<file path="src/rtl/cpu_interlock_pkg.sv">
// Shared definitions for the execute-boundary interlock:
// op encodings, multi-cycle latencies, FSM state type and op classifiers.
package cpu_interlock_pkg;

    localparam int OP_W  = 6;
    localparam int REG_W = 4;
    localparam int NREG  = 16;
    localparam int CNT_W = 5;

    localparam logic [OP_W-1:0] OP_NOP    = 6'h00;
    localparam logic [OP_W-1:0] OP_ADD_L  = 6'h01;
    localparam logic [OP_W-1:0] OP_SUB_L  = 6'h02;
    localparam logic [OP_W-1:0] OP_AND_L  = 6'h03;
    localparam logic [OP_W-1:0] OP_OR_L   = 6'h04;

    localparam logic [OP_W-1:0] OP_LDI_L  = 6'h10;
    localparam logic [OP_W-1:0] OP_LDI_B  = 6'h11;
    localparam logic [OP_W-1:0] OP_LDI_S  = 6'h12;
    localparam logic [OP_W-1:0] OP_LDA_L  = 6'h13;
    localparam logic [OP_W-1:0] OP_LDA_B  = 6'h14;
    localparam logic [OP_W-1:0] OP_LDA_S  = 6'h15;
    localparam logic [OP_W-1:0] OP_LD_L   = 6'h16;
    localparam logic [OP_W-1:0] OP_LD_B   = 6'h17;
    localparam logic [OP_W-1:0] OP_LD_S   = 6'h18;
    localparam logic [OP_W-1:0] OP_LDO_L  = 6'h19;
    localparam logic [OP_W-1:0] OP_LDO_B  = 6'h1A;
    localparam logic [OP_W-1:0] OP_LDO_S  = 6'h1B;

    localparam logic [OP_W-1:0] OP_MUL_L  = 6'h20;
    localparam logic [OP_W-1:0] OP_DIV_L  = 6'h21;
    localparam logic [OP_W-1:0] OP_UDIV_L = 6'h22;
    localparam logic [OP_W-1:0] OP_MOD_L  = 6'h23;
    localparam logic [OP_W-1:0] OP_UMOD_L = 6'h24;

    localparam int MUL_LAT = 3;
    localparam int DIV_LAT = 32;

    typedef enum logic {
        ST_IDLE,
        ST_MULTI
    } state_t;

    function automatic logic is_load(input logic [OP_W-1:0] op);
        return op inside {OP_LDI_L, OP_LDI_B, OP_LDI_S,
                          OP_LDA_L, OP_LDA_B, OP_LDA_S,
                          OP_LD_L,  OP_LD_B,  OP_LD_S,
                          OP_LDO_L, OP_LDO_B, OP_LDO_S};
    endfunction

    function automatic logic is_div(input logic [OP_W-1:0] op);
        return op inside {OP_DIV_L, OP_UDIV_L, OP_MOD_L, OP_UMOD_L};
    endfunction

    function automatic logic is_multi(input logic [OP_W-1:0] op);
        return (op == OP_MUL_L) || is_div(op);
    endfunction

    // Counter preload: the issue cycle and the final (count==0) cycle
    // together account for the remaining two cycles of latency.
    function automatic logic [CNT_W-1:0] mc_init(input logic [OP_W-1:0] op);
        return is_div(op) ? CNT_W'(DIV_LAT - 2) : CNT_W'(MUL_LAT - 2);
    endfunction

endpackage

</file>
<file path="src/rtl/cpu_interlock_if.sv">
// Execute-boundary bundle between decode/memory and the interlock.
// master: decode/memory side; slave: the interlock itself.
interface cpu_interlock_if;
    import cpu_interlock_pkg::*;

    logic              valid_i;
    logic [OP_W-1:0]   op_i;
    logic [REG_W-1:0]  riA_i;
    logic [REG_W-1:0]  riB_i;
    logic              flush_i;
    logic              ld_done_i;
    logic [REG_W-1:0]  ld_index_i;
    logic              stall_o;
    logic              issue_o;
    logic              mc_done_o;
    logic [NREG-1:0]   pending_o;

    modport master (
        output valid_i, op_i, riA_i, riB_i, flush_i,
        output ld_done_i, ld_index_i,
        input  stall_o, issue_o, mc_done_o, pending_o
    );

    modport slave (
        input  valid_i, op_i, riA_i, riB_i, flush_i,
        input  ld_done_i, ld_index_i,
        output stall_o, issue_o, mc_done_o, pending_o
    );

endinterface

</file>
<file path="src/rtl/cpu_scoreboard.sv">
// 16-entry outstanding-load scoreboard with one set port, one clear port
// and two read ports that see a same-cycle clear (bypass).
module cpu_scoreboard
    import cpu_interlock_pkg::*;
(
    input  logic             clk_i,
    input  logic             rst_i,
    input  logic             set_en,
    input  logic [REG_W-1:0] set_idx,
    input  logic             clr_en,
    input  logic [REG_W-1:0] clr_idx,
    input  logic [REG_W-1:0] rd_a,
    input  logic [REG_W-1:0] rd_b,
    output logic             hit_a,
    output logic             hit_b,
    output logic [NREG-1:0]  pending
);

    logic [NREG-1:0] set_mask;
    logic [NREG-1:0] clr_mask;
    logic [NREG-1:0] pend_eff;

    always_comb begin
        set_mask = '0;
        clr_mask = '0;
        if (set_en) set_mask[set_idx] = 1'b1;
        if (clr_en) clr_mask[clr_idx] = 1'b1;
    end

    // Returning load data is visible to the hazard check this cycle.
    assign pend_eff = pending & ~clr_mask;
    assign hit_a    = pend_eff[rd_a];
    assign hit_b    = pend_eff[rd_b];

    // A new load to the register being retired keeps the bit set.
    always_ff @(posedge clk_i or posedge rst_i) begin
        if (rst_i) pending <= '0;
        else       pending <= pend_eff | set_mask;
    end

endmodule

</file>
<file path="src/rtl/cpu_interlock.sv">
// Execute-boundary interlock: load-use scoreboard stalls plus a
// multi-cycle FSM that freezes fetch/decode while MUL/DIV ops run.
// Ports: clk_i, rst_i (async, active high), bus (slave modport).
module cpu_interlock
    import cpu_interlock_pkg::*;
(
    input  logic            clk_i,
    input  logic            rst_i,
    cpu_interlock_if.slave  bus
);

    state_t            state, state_n;
    logic [CNT_W-1:0]  count, count_n;
    logic              hit_a, hit_b;
    logic              hazard;
    logic              stall;
    logic              issue;
    logic              mc_done;
    logic              ld_issue;
    logic              mc_issue;
    logic [NREG-1:0]   pending;

    cpu_scoreboard u_sb (
        .clk_i   (clk_i),
        .rst_i   (rst_i),
        .set_en  (ld_issue),
        .set_idx (bus.riA_i),
        .clr_en  (bus.ld_done_i),
        .clr_idx (bus.ld_index_i),
        .rd_a    (bus.riA_i),
        .rd_b    (bus.riB_i),
        .hit_a   (hit_a),
        .hit_b   (hit_b),
        .pending (pending)
    );

    assign hazard = bus.valid_i & (hit_a | hit_b);

    // Reset gating keeps decode quiet even if valid_i floats high.
    assign stall = ~rst_i & (hazard | (state == ST_MULTI));
    assign issue = ~rst_i & bus.valid_i & ~stall & ~bus.flush_i;

    assign ld_issue = issue & is_load(bus.op_i);
    assign mc_issue = issue & is_multi(bus.op_i);

    always_ff @(posedge clk_i or posedge rst_i) begin
        if (rst_i) begin
            state <= ST_IDLE;
            count <= '0;
        end else begin
            state <= state_n;
            count <= count_n;
        end
    end

    // flush_i is not an input here: a running op predates the branch.
    always_comb begin
        state_n = state;
        count_n = count;
        mc_done = 1'b0;
        unique case (state)
            ST_IDLE: begin
                if (mc_issue) begin
                    state_n = ST_MULTI;
                    count_n = mc_init(bus.op_i);
                end
            end
            ST_MULTI: begin
                if (count == '0) begin
                    state_n = ST_IDLE;
                    mc_done = 1'b1;
                end else begin
                    count_n = count - 1'b1;
                end
            end
        endcase
    end

    assign bus.stall_o   = stall;
    assign bus.issue_o   = issue;
    assign bus.mc_done_o = mc_done;
    assign bus.pending_o = pending;

endmodule

</file>
<file path="src/flat_wrapper.sv">
// flat-port wrapper written by rule: the top's interface ports become plain ports
module cpu_interlock_flat import cpu_interlock_pkg::*;
  (clk_i, rst_i, bus_valid_i, bus_op_i, bus_riA_i, bus_riB_i, bus_flush_i, bus_ld_done_i, bus_ld_index_i, bus_stall_o, bus_issue_o, bus_mc_done_o, bus_pending_o);
  cpu_interlock_if bus_i ();
  input  logic clk_i;
  input  logic rst_i;
  input wire logic [$bits(bus_i.valid_i)-1:0] bus_valid_i;
  input wire logic [$bits(bus_i.op_i)-1:0] bus_op_i;
  input wire logic [$bits(bus_i.riA_i)-1:0] bus_riA_i;
  input wire logic [$bits(bus_i.riB_i)-1:0] bus_riB_i;
  input wire logic [$bits(bus_i.flush_i)-1:0] bus_flush_i;
  input wire logic [$bits(bus_i.ld_done_i)-1:0] bus_ld_done_i;
  input wire logic [$bits(bus_i.ld_index_i)-1:0] bus_ld_index_i;
  output wire logic [$bits(bus_i.stall_o)-1:0] bus_stall_o;
  output wire logic [$bits(bus_i.issue_o)-1:0] bus_issue_o;
  output wire logic [$bits(bus_i.mc_done_o)-1:0] bus_mc_done_o;
  output wire logic [$bits(bus_i.pending_o)-1:0] bus_pending_o;
  assign bus_i.valid_i = bus_valid_i;
  assign bus_i.op_i = bus_op_i;
  assign bus_i.riA_i = bus_riA_i;
  assign bus_i.riB_i = bus_riB_i;
  assign bus_i.flush_i = bus_flush_i;
  assign bus_i.ld_done_i = bus_ld_done_i;
  assign bus_i.ld_index_i = bus_ld_index_i;
  assign bus_stall_o = bus_i.stall_o;
  assign bus_issue_o = bus_i.issue_o;
  assign bus_mc_done_o = bus_i.mc_done_o;
  assign bus_pending_o = bus_i.pending_o;
  cpu_interlock u_core (.clk_i(clk_i), .rst_i(rst_i), .bus(bus_i));
endmodule
</file>
<file path="config.mk">
export PLATFORM = sky130hd
export DESIGN_NAME = cpu_interlock_flat
export DESIGN_NICKNAME = d
export VERILOG_FILES = /design/src/rtl/cpu_interlock_pkg.sv /design/src/rtl/cpu_interlock_if.sv /design/src/rtl/cpu_scoreboard.sv /design/src/rtl/cpu_interlock.sv /design/src/flat_wrapper.sv
export SDC_FILE = /design/constraint.sdc
export NUM_CORES = 1
export LEC_CHECK = 0
export ABC_AREA = 1
export BUFFER_PORTS_ARGS = -buffer_cell sky130_fd_sc_hd__clkbuf_2
export CORE_AREA = 2 2 65 67
export DETAILED_ROUTE_END_ITERATION = 10
export DIE_AREA = 0 0 67 69
export GPL_ROUTABILITY_DRIVEN = 0
export GPL_TIMING_DRIVEN = 0
export PLACE_DENSITY = 0.72
export SETUP_SLACK_MARGIN = 0.1
export SYNTH_ARGS = -nofsm -noshare
export SYNTH_HDL_FRONTEND = slang
export SYNTH_SLANG_ARGS = --single-unit
</file>
<file path="constraint.sdc">
create_clock -name clk_i -period 2.2 [get_ports clk_i]
set_clock_uncertainty 0.2 [all_clocks]
set_input_delay 0.22 -clock clk_i [delete_from_list [all_inputs] [get_ports clk_i]]
set_output_delay 0.22 -clock clk_i [all_outputs]
set_load 0.01 [all_outputs]
</file>
== After elaboration in Yosys (flattened, before gate mapping) ==
Cells that the tools add are included.

* Register bits after elaboration: 22
* Input port bits: 23

* Muxes and demuxes: 19
* $add $sub $neg: 1
* Magnitude comparators: 5
* Bitwise gates (word level): 16
* Reduce and logical (&&, ||, !) cells: 7
* Equal/unequal tests: 19

{| class="wikitable"
|+ Operators with widths
! cell !! count
|-
| $eq A6 B5 Y1 const B || 12
|-
| $mux W16 || 2
|-
| $eq A6 B6 Y1 const B || 5
|-
| $and A16 B16 Y16 || 1
|-
| $not A16 Y16 || 1
|-
| $or A16 B16 Y16 || 1
|-
| $lt A4 B5 Y1 const B || 3
|-
| $mux W5 || 3
|-
| $reduce_bool A12 Y1 || 1
|-
| $pmux W5 S2 || 1
|-
| $bmux W1 S4 || 2
|-
| $demux W1 S4 || 2
|-
| $ge A4 B1 Y1 const B || 2
|-
| $mux W1 || 8
|-
| $and A1 B1 Y1 || 7
|-
| $logic_not A5 Y1 || 1
|-
| $sub A5 B1 Y5 const B || 1
|-
| $not A1 Y1 || 4
|-
| $reduce_bool A4 Y1 || 1
|-
| $logic_and A1 B1 Y1 || 2
|-
| $ne A2 B1 Y1 const B || 1
|-
| $ne A2 B2 Y1 const B || 1
|-
| $or A1 B1 Y1 || 2
|-
| $pmux W1 S2 || 1
|-
| other kinds (2) || 2
|}

== Depth between registers and ports, before layout ==
Gate-level depths: netlist of run 1.

* Word-level depth: 19
* Mapped depth: 17

== Cells and area by module ==
From an unflattened synthesis of run 1, not the netlist that was laid out.

* Cells, all modules: 238
* Area total of the unflattened synthesis: 1,567.8 sq um

{| class="wikitable"
|+ By module, submodules not included
! module !! times used !! cells an instance !! area an instance (sq um)
|-
| cpu_scoreboard || 1 || 167 || 1,087.3
|-
| cpu_interlock || 1 || 71 || 480.5
|}

== Worst setup path after synthesis of run 1 ==
No wires, ideal clock.

* Path kind: input port to output port
* Start: in bus_ld_done_i
* End: out bus_issue_o
* Path buffers: 2
* Data arrival time: 1,524 ps
* Slack: 256 ps
* Cell stages on the path: 14
* Path through: buf_2 > nand3_2 > o21ai_2 > nand2_1 > nand2_1 > nor2_1 > nor2_1 > nor2_1 > nand2_1 > nand3_2 > nand2_4 > nand2_4 > nor2_8 > buf_12

* Word-level cells in the longest chain between the ends: 12
* Elaborated cells between the ends (all ways): 14
* Classes of those cells: 5 x mux; 9 x bitwise

{| class="wikitable"
|+ Ends and longest elaborated chain
! element !! RTL line !! source
|-
| from (decl) || flat_wrapper.sv:12 || <nowiki>input wire logic [$bits(bus_i.ld_done_i)-1:0] bus_ld_done_i;</nowiki>
|-
| $mux W16 * || cpu_scoreboard.sv:27 || <nowiki>if (clr_en) clr_mask[clr_idx] = 1'b1;</nowiki>
|-
| $not A16 Y16 * || cpu_scoreboard.sv:31 || <nowiki>assign pend_eff = pending & ~clr_mask;</nowiki>
|-
| $and A16 B16 Y16 * || cpu_scoreboard.sv:31 ||
|-
| $bmux W1 S4 (on tied branches) || cpu_scoreboard.sv:32, cpu_scoreboard.sv:33 ||
|-
| $mux W1 (on tied branches) || cpu_scoreboard.sv:32, cpu_scoreboard.sv:33 ||
|-
| $or A1 B1 Y1 * || cpu_interlock.sv:37 || <nowiki>assign hazard = bus.valid_i & (hit_a | hit_b);</nowiki>
|-
| $and A1 B1 Y1 * || cpu_interlock.sv:37 ||
|-
| $or A1 B1 Y1 * || cpu_interlock.sv:40 || <nowiki>assign stall = ~rst_i & (hazard | (state == ST_MULTI));</nowiki>
|-
| $and A1 B1 Y1 * || cpu_interlock.sv:40 ||
|-
| via bus_stall_o || flat_wrapper.sv:14 || <nowiki>output wire logic [$bits(bus_i.stall_o)-1:0] bus_stall_o;</nowiki>
|-
| $not A1 Y1 * || cpu_interlock.sv:41 || <nowiki>assign issue = ~rst_i & bus.valid_i & ~stall & ~bus.flush_i;</nowiki>
|-
| $and A1 B1 Y1 * (2 in series) || cpu_interlock.sv:41 ||
|-
| to (decl) || flat_wrapper.sv:15 || <nowiki>output wire logic [$bits(bus_i.issue_o)-1:0] bus_issue_o;</nowiki>
|}

Mark *: on every way through the listed nets, which the timed path passes. The rest lies on a longest branch. The select of a mux whose other input is x is not followed.

== Worst setup path in the final report of run 1 ==
* Start: reg u_core.u_sb.pending[10]
* End: out bus_issue_o

* Word-level cells in the longest chain between the ends: 10
* Elaborated cells between the ends (all ways): 12
* Classes of those cells: 4 x mux; 8 x bitwise

{| class="wikitable"
|+ Ends and longest elaborated chain
! element !! RTL line !! source
|-
| from (decl) || cpu_scoreboard.sv:16 || <nowiki>output logic [NREG-1:0] pending</nowiki>
|-
| from (signal assigned) || cpu_scoreboard.sv:38 || <nowiki>else pending <= pend_eff | set_mask;</nowiki>
|-
| $and A16 B16 Y16 * || cpu_scoreboard.sv:31 ||
|-
| $bmux W1 S4 (on tied branches) || cpu_scoreboard.sv:32, cpu_scoreboard.sv:33 ||
|-
| $mux W1 (on tied branches) || cpu_scoreboard.sv:32, cpu_scoreboard.sv:33 ||
|-
| $or A1 B1 Y1 * || cpu_interlock.sv:37 ||
|-
| $and A1 B1 Y1 * || cpu_interlock.sv:37 ||
|-
| $or A1 B1 Y1 * || cpu_interlock.sv:40 ||
|-
| $and A1 B1 Y1 * || cpu_interlock.sv:40 ||
|-
| $not A1 Y1 * || cpu_interlock.sv:41 ||
|-
| $and A1 B1 Y1 * (2 in series) || cpu_interlock.sv:41 ||
|}

Every way passes the cells marked *; elsewhere a longest branch is shown, timed or not. The select of a mux whose other input is x is not followed.

==> impl_metrics.toml, run 1 <==
[run_status]
outcome = "finished clean"

[yosys]
syn_nets = 283
avgSynthCellArea_um2 = 6.65
synthTopCellsByArea = "dfrtp_1 (32%), nand2_1 (20%), nand3_1 (9.6%), nor2_1 (8.8%), nand3_2 (7.6%)"
dominantRegCellSynth = "dfrtp_1"
ys_seq_elements = 22
yosysTopAreaCell = "dfrtp_1"
async_flop_share_pct = 100
synth_edf_count = 0
yosysWarnings = 0
yosysUniqueCellTypes = 24
netlist_top_cells_count = "nand2_1 (91), nor2_1 (40), nand3_1 (33)"
yosysTopAreaCellShare_pct = 32.1
synthCells = 258
netlist_area_um2 = 1720
synth.most_common_cell = "nand2_1"
ys_seq_area_share_pct = 32.1

[clock_network]
clockRootBuffer = "clkbuf_8"
cts_buffers = 3
path_clk_slew_ps = 90
cts.path.max_buffers = 2
clock_latency_ps = 270
cts.sinks = 22
cts_tree = "done"
htree_levels = 1

[critical_path]
critPathLaunchType = "flip-flop"
worstPathArrival_ps = 1740
rrSetupSlack_ps = 220
r2r_end = "u_core.u_sb.pending[0]"
worst_setup_path_end_kind = "primary output"
max_stage_delay_ps = 430
crit_buf_inv = 2
cp_max_fo = 3
setup.worst_path.class = "reg -> out"
crit_slowest_cell = "dfrtp_1"
rr_startpoint = "u_core.u_sb.pending[10]"
crit_chain = "o21ai_4, nand2_1, nand2_1, nor2_1, nor2_1, nor2_1, nand2_1, nand3_2, nand2_4, nand2_4, nor2_8, buf_12, buf_8"
critPathTopFamily = "simple AND/OR/NAND/NOR gates"
cp.depth = 13
worstPathRequired_ps = 1780
r2r_cells = 15

[routing]
via_per_inst = 5.16
drt-initial-drc-count = 79
postRouteAntennaNets = 0
drc = 0
vias = 1862
drtPass1Iterations = 5
drt_wl_total_um = 5000
drt-wirelength-per-cell_um = 13.8

[sta]
max_freq_mhz = 462
hold_violations = 0
min_period_over_period_pct = 98.4
setup_violations = 0
setup_ws_ps = 35.3
rsz0062_at_grt = "yes"
slew_viol_final = 0
setup_tns_ps = 0
slew_headroom_pct = 30.0
max_slew.worst_pin.slew_ps = 1050
worst_hold_slack_ps = 164
period_needed_ps = 2160

[global_route]
grt_use_total_pct = 23.2
grt_max_degree = 23
grt_overflow = 0
grt_pass1_vias = 1820
antenna_found_initial = 0
grt_pass1_wl_um = 8360

[placed_design]
dpl_worst_slack_ps = -304
io_buffer_count = 39
dp_hpwl_um = 3500

[die]
coreArea_um2 = 3910
die_w_um = 67
dieArea_um2 = 4620
ios = 42
die_h_um = 69
num_rows = 23
initial_core_util_pct = 43.8

[min_path]
worstHoldEndpoint = "u_core.state"
hp-class = "in -> reg"
min_from = "bus_flush_i"
hold_depth = 4

[power_and_ir_drop]
ir_drop_v = 0.000403
cellPowerDensity_nw_per_um2 = 578
p_leak_nw = 1.23

[final_layout]
layout-drive-gt1-share_pct = 31.5
fillerInstances = 391
antennaDiodeCount = 0
area_growth_pct = 33.6
fin_nets = 337

[job]
cap_violations = 0
-- state kept, by name, summed over array words and instances, names as in the netlist --
signal and cells:
u_core.u_sb.pending 16, u_core.count 5, u_core.state 1
-- cells in the final DEF, fill, tap and decap left out, types with 2 or more instances in the layout --
master / synthesis / layout
nand2_1: 91 / 85
nor2_1: 40 / 39
clkbuf_2: 0 / 35
nand3_1: 33 / 28
inv_1: 24 / 23
dfrtp_1: 22 / 22
nand3_2: 13 / 15
buf_4: 0 / 9
nand2_2: 0 / 5
o21ai_2: 6 / 5
o21ai_4: 0 / 5
a21oi_1: 4 / 4
o21ai_0: 4 / 4
clkbuf_8: 1 / 4
nand3_4: 0 / 3
nand2_4: 2 / 3
nor2_4: 0 / 2
inv_4: 0 / 2
ha_1: 2 / 2
clkbuf_4: 0 / 2
buf_6: 0 / 2
-- timing repair --
action	4_1_cts	5_1_grt
gates cloned	0	0
hold buffers	1	0
gates resized for setup	27	11
pin swaps	7	13
endpoints found under the hold margin	22	0
buffers inserted	7	4
endpoints found under the setup margin	3	23
-- worst reg2reg max path, stage by stage, from the launching register on --
cell,delay [ps]
dfrtp_1,430
o21ai_4,110
nand2_1,80
nand2_1,60
nor2_1,40
nor2_1,90
nor2_1,50
nand2_1,60
nand3_2,90
nand2_4,80
nand2_4,60
nor2_8,110
buf_4,120
buf_6,130
nand3_1,80
nand2_1,110
-- worst max-delay path by stage --
stage,start,endpoint
after CTS,u_core.u_sb.pending[10],bus_issue_o
after floorplan,bus_ld_done_i,bus_issue_o
after detailed placement,rst_i,bus_issue_o
final,u_core.u_sb.pending[10],bus_issue_o
after global placement,rst_i,bus_issue_o
after global routing,u_core.u_sb.pending[10],bus_issue_o
-- power breakdown --
group / internal (mW) / leakage (nW) / switching, mW
Combinational: 0.167 / 0.891 / 0.261
Clock: 0.244 / 0.0357 / 0.151
Sequential: 0.456 / 0.302 / 0.0451
Total: 0.867 / 1.23 / 0.457
-- metal layers --
layer	track usage, %	vias to the layer above	wire [µm]
met5	0	-	0
met3	2.61	15	271
met2	37.8	66	2380
li1	-	933	-
met4	9.07	0	144
met1	30.9	848	2200
-- layout make-up --
cell class                 instances  area (µm²)  area share [%]
timing repair buffer              49         298            13.0
clock inverter                     1        30.0            1.31
inverter                          26         106            4.64
buffer                             4        45.0            1.97
sequential                        22         551            24.0
tap                               50        62.6            2.73
multi-input combinational        206        1160            50.5
clock buffer                       3        41.3            1.80
-- kinds of logic (layout without fill, tap and decap cells) --
family,after synthesis,in the layout,share of synthesized area (%)
flip-flops,22,22,32.1
AND/OR/NAND/NOR,184,184,50.8
XOR/XNOR,1,1,0.511
AO/OA/AOI/OAI,19,19,7.00
adder cells (fa/ha/maj),2,2,1.46
buffers and inverters,30,83,8.17
-- metrics by stage --
step,cells,util (%),total power [mW],cell area [µm²]
2_1_floorplan,258,-,0.780,1720
3_3_place_gp,347,50.4,0.875,1970
3_5_place_dp,347,50.4,0.886,1970
4_1_cts,359,57.0,1.31,2230
5_1_grt,361,58.5,1.40,2290
6_report,361,58.5,1.32,2290
(Power assumes the default switching activity.)
==> inputs of run 2 (changes only) <==
--- a/config.mk
+++ b/config.mk
@@ -7,12 +7,12 @@
 export LEC_CHECK = 0
 export ABC_AREA = 1
 export BUFFER_PORTS_ARGS = -buffer_cell sky130_fd_sc_hd__clkbuf_2
-export CORE_AREA = 2 2 65 67
+export CORE_AREA = 2 2 60 62
 export DETAILED_ROUTE_END_ITERATION = 10
-export DIE_AREA = 0 0 67 69
+export DIE_AREA = 0 0 62 64
 export GPL_ROUTABILITY_DRIVEN = 0
 export GPL_TIMING_DRIVEN = 0
-export PLACE_DENSITY = 0.72
+export PLACE_DENSITY = 0.82
 export SETUP_SLACK_MARGIN = 0.1
 export SYNTH_ARGS = -nofsm -noshare
 export SYNTH_HDL_FRONTEND = slang
==> run 2 against run 1 <==
Global-route usage increased by 0.92 points. Register-to-register slack gained 50 ps. Core utilization grew 7.2 points. Critical path depth is 2 higher. Die area is 14% lower. Sequential power barely moved. Final area shrank 5.7%. Final cell count rose by 0.28%. Largest power group unchanged.
==> impl_metrics.toml, run 2 (synthesis gave the netlist of run 1 again) <==
[critical_path]
crit_slowest_cell = "o21ai_2"
crit_buf_inv = 3
setup.worst_path.class = "in -> out"
worstPathRequired_ps = 1780
r2r_cells = 15
rr_startpoint = "u_core.u_sb.pending[1]"
crit_chain = "buf_2, nand3_2, o21ai_2, nand2_1, nand2_1, nor2_1, nor2_1, nor2_1, nand2_1, nand3_2, nand2_4, nand2_4, nor2_8, buf_12, buf_6"
critPathTopFamily = "simple AND/OR/NAND/NOR gates"
r2r_end = "u_core.u_sb.pending[6]"
max_stage_delay_ps = 240
critPathLaunchType = "input port"
cp_max_fo = 10
worstPathArrival_ps = 1750
rrSetupSlack_ps = 270
worst_setup_path_end_kind = "primary output"

[sta]
setup_violations = 0
max_freq_mhz = 461
slew_headroom_pct = 31.2
worst_hold_slack_ps = 142
period_needed_ps = 2170
hold_violations = 0
setup_tns_ps = 0
max_slew.worst_pin.slew_ps = 1030
min_period_over_period_pct = 98.7
rsz0062_at_grt = "yes"
slew_viol_final = 0
setup_ws_ps = 28.7

[final_layout]
fillerInstances = 291
area_growth_pct = 25.9
final_common_cell = "nand2_1"
largest_register_ffs = 16
finalNonFillerCells = 362
fin_nets = 342
largest_register = "u_core.u_sb.pending"
final_area_um2 = 2160
final_cell_mix = "nand2_1 (86), nor2_1 (39), clkbuf_2 (37)"
reg_top3 = "u_core.u_sb.pending x16, u_core.count x5, u_core.state x1"
layout-drive-gt1-share_pct = 30.7
antennaDiodeCount = 0

[power_and_ir_drop]
p_leak_nw = 1.22
cellPowerDensity_nw_per_um2 = 523
ir_drop_v = 0.000356

[global_route]
grt_pass1_vias = 1523
antenna_found_initial = 0
grt_overflow = 0
grt_max_degree = 23
grt_pass1_wl_um = 7040
grt_use_total_pct = 24.1

[placed_design]
dp_hpwl_um = 3330
io_buffer_count = 39
place_inst = 343
place_area_um2 = 1970
dpl_worst_slack_ps = -294

[clock_network]
cts_buffers = 3
cts_tree = "done"
cts.sinks = 22
clock_latency_ps = 310
path_clk_slew_ps = 120
clockRootBuffer = "clkbuf_4"
cts.path.max_buffers = 2
htree_levels = 1

[routing]
postRouteAntennaNets = 0
via_per_inst = 5.16
drc = 0
drtPass1Iterations = 5
drt-wirelength-per-cell_um = 12.4
drt_wl_total_um = 4500
vias = 1868
drt-initial-drc-count = 139

[min_path]
worstHoldEndpoint = "u_core.u_sb.pending[0]"
hold_depth = 4
min_from = "bus_ld_done_i"
hp-class = "in -> reg"

[job]
cap_violations = 0

[die]
die_w_um = 62
initial_core_util_pct = 52.2
die_h_um = 64
ios = 42
dieArea_um2 = 3970
coreArea_um2 = 3280
num_rows = 21

[run_status]
outcome = "finished clean"
==> run 2: final cells by class <==
cell class	instances	area (µm²)	area share (%)
multi-input combinational	206	1050	48.8
sequential	22	551	25.5
timing repair buffer	54	317	14.7
inverter	26	101	4.69
tap	46	57.6	2.67
buffer	4	42.5	1.97
clock buffer	4	36.3	1.68
==> run 2: repair_timing <==
action                                  CTS  global route
endpoints found under the hold margin    22             0
buffers inserted                         12             2
pin swaps                                 4             6
endpoints found under the setup margin    2            12
gates resized for setup                   8             6
hold buffers                              1             0
==> run 2: metrics by stage <==
| step | total power, mW | util [%] |
|---|---|---|
| CTS | 1.13 | 64.9 |
| finish | 1.13 | 65.8 |
| detailed placement | 0.883 | 59.9 |
| global placement | 0.871 | 59.9 |
| floorplan | 0.780 | - |
| global route | 1.22 | 65.8 |
==> run 2: tightest hold or removal path: cells and delay by family <==
kind          cells  cell delay (ps)
buf+inv           1              160
simple gates      3              240
==> run 2: report_power, final <==
part | total (mW) | internal [mW] | switching (mW)
combinational | 0.404 | 0.160 | 0.244
sequential | 0.499 | 0.456 | 0.0436
clock | 0.227 | 0.101 | 0.125
total | 1.13 | 0.717 | 0.413
==> run 2: worst max path at each step <==
stage | slack, ps | endpoint | depth (start not counted) | from
final | 30 | bus_issue_o | 15 | bus_ld_done_i
after global routing | -110 | bus_issue_o | 13 | u_core.u_sb.pending[7]
after CTS | -20 | bus_issue_o | 13 | u_core.u_sb.pending[4]
after detailed placement | -290 | bus_issue_o | 8 | rst_i
after global placement | -230 | bus_issue_o | 8 | rst_i
after floorplan | 260 | bus_issue_o | 14 | bus_ld_done_i
==> run 2: metal layers <==
metal  share of wire [%]  wire length [µm]  GRT usage, %
met5                   0                 0             0
met1                  46              2060          36.2
met3                 8.0               360          3.44
met4                 1.0                47          6.65
met2                  45              2040          35.8
==> inputs of run 3 (changes only) <==
--- a/config.mk
+++ b/config.mk
@@ -14,6 +14,7 @@
 export GPL_TIMING_DRIVEN = 0
 export PLACE_DENSITY = 0.82
 export SETUP_SLACK_MARGIN = 0.1
+export SLEW_MARGIN = 20
 export SYNTH_ARGS = -nofsm -noshare
 export SYNTH_HDL_FRONTEND = slang
 export SYNTH_SLANG_ARGS = --single-unit
==> constraint.sdc (replaced) <==
create_clock -name clk_i -period 2.2 [get_ports clk_i]
set_clock_uncertainty 0.2 [all_clocks]
set_input_delay 0.33 -clock clk_i [delete_from_list [all_inputs] [get_ports clk_i]]
set_output_delay 0.33 -clock clk_i [all_outputs]
set_load 0.01 [all_outputs]
==> run 3 against run 2 <==
The run now ends with negative setup slack left. Count of clock-buffer cells in the layout unchanged. Critical path depth increased by 2. Non-clock buffer count decreased by 2. Flip-flop and latch count unchanged. Largest power group unchanged. Via count increased by 2.3%. Clock power increased by 3%. Largest cell class unchanged. Highest routed layer unchanged. Die area unchanged. Final area increased by 9.5%. Worst hold slack improved by 24 ps. First-iteration DRC count decreased by 6.5%.
==> impl_metrics.toml, run 3 (synthesis gave the netlist of run 1 again) <==
[routing]
vias = 1911
drt_wl_total_um = 4970
drtPass1Iterations = 5
drc = 0
via_per_inst = 5.31
drt-initial-drc-count = 130
drt-wirelength-per-cell_um = 13.8
postRouteAntennaNets = 0

[final_layout]
finalNonFillerCells = 360
final_common_cell = "nand2_1"
final_cell_mix = "nand2_1 (80), nor2_1 (38), clkbuf_2 (33)"
largest_register_ffs = 16
antennaDiodeCount = 0
largest_register = "u_core.u_sb.pending"
fin_nets = 340
reg_top3 = "u_core.u_sb.pending x16, u_core.count x5, u_core.state x1"
finish.utilization_pct = 72.0
layout-drive-gt1-share_pct = 33.1
area_growth_pct = 37.9

[sta]
slew_headroom_pct = 47.6
hold_violations = 0
slew_viol_final = 0
setup_tns_ps = -248
max_freq_mhz = 427
setup_ws_ps = -143
max_slew.worst_pin.slew_ps = 779
min_period_over_period_pct = 107
setup_violations = 2
period_needed_ps = 2340
rsz0062_at_grt = "yes"

[placed_design]
dpl_worst_slack_ps = -424
io_buffer_count = 39
place_inst = 343
dp_hpwl_um = 3430

[power_and_ir_drop]
ir_drop_v = 0.000402
power_mw = 1.19
cellPowerDensity_nw_per_um2 = 503
p_leak_nw = 1.26

[clock_network]
clockRootBuffer = "clkbuf_4"
cts_tree = "done"
clock_latency_ps = 310
path_clk_slew_ps = 130
htree_levels = 1
cts.path.max_buffers = 2
cts_buffers = 3
cts.sinks = 22

[run_status]
violations = "negative setup slack"
outcome = "finished, violations left"

[critical_path]
worstPathArrival_ps = 1810
cp_max_fo = 4
rrSetupSlack_ps = 210
rr_startpoint = "u_core.u_sb.pending[7]"
worstPathRequired_ps = 1670
r2r_end = "u_core.u_sb.pending[12]"
r2r_cells = 13
setup.worst_path.class = "in -> out"
critPathLaunchType = "input port"
worst_setup_path_end_kind = "primary output"

[die]
die_w_um = 62
initial_core_util_pct = 52.2
num_rows = 21
coreArea_um2 = 3280
dieArea_um2 = 3970
ios = 42
die_h_um = 64

[global_route]
antenna_found_initial = 0
grt_overflow = 0
grt_pass1_vias = 1760
grt_pass1_wl_um = 7740
grt_max_degree = 23
grt_use_total_pct = 25.8

[min_path]
min_from = "bus_ld_done_i"
hp-class = "in -> reg"
hold_depth = 4
worstHoldEndpoint = "u_core.u_sb.pending[0]"

[job]
cap_violations = 0
## run 3: cell types whose count changed in the layout (fill, tap and decap cells not counted), sizes merged
cell,previous run,this run
buf,18,17
clkbuf,43,42
clkinv,0,1
inv,25,24
## run 3: cell type report
class                   instances  area [µm²]
flip-flops and latches         22         551
multi-input cells             206        1200
clock buffers                   4        36.3
fillers                       268         920
repair buffers                 52         345
well taps                      46        57.6
plain buffers                   4        57.6
inverters                      26         116
## run 3: worst max path at each step
stage	from	endpoint	depth (start not counted)
floorplan	bus_ld_done_i	bus_issue_o	14
global placement	bus_ld_index_i[0]	bus_issue_o	16
detailed placement	bus_ld_index_i[2]	bus_issue_o	16
CTS	u_core.u_sb.pending[15]	bus_issue_o	13
global route	bus_ld_index_i[3]	bus_issue_o	17
finish	bus_ld_index_i[3]	bus_issue_o	17
## run 3: per-layer routing
| metal | up-vias | global-route usage (%) | wire length [µm] |
|---|---|---|---|
| li1 | 934 | - | - |
| met1 | 871 | 32.5 | 2080 |
| met2 | 95 | 43.2 | 2430 |
| met3 | 11 | 4.25 | 364 |
| met4 | 0 | 8.78 | 95 |
| met5 | - | 0 | 0 |
## run 3: metrics by stage
| step | hold WS (ps) | instance area, µm² |
|---|---|---|
| global placement | 184 | 2020 |
| CTS | 167 | 2310 |
| finish | 166 | 2360 |
| global route | 180 | 2360 |
| floorplan | 3.54 | 1770 |
| detailed placement | 186 | 2020 |
## run 3: report_power, final
part	internal (mW)	total, mW	switching (mW)	leakage [nW]
combinational	0.182	0.456	0.273	0.937
sequential	0.456	0.501	0.0454	0.302
clock	0.101	0.233	0.132	0.0210
## run 3: critical path, stage by stage
cell and delay [ps]:
buf_4 160, inv_2 70, nor2_1 120, nand3_1 140
nand2_2 120, nand2_1 60, nand2_1 60, nor2_1 40
nor2_1 80, nor2_1 40, nand2_1 70, nand3_2 90
nand2_4 80, nand2_4 60, nor2_8 100, buf_12 100
buf_6 80
## run 3: repair_timing
action,in CTS,in global routing
hold buffers,1,1
setup endpoints to repair,2,13
gates resized for setup,32,16
setup buffers,11,0
hold endpoints to repair,22,12
pin swaps,12,0
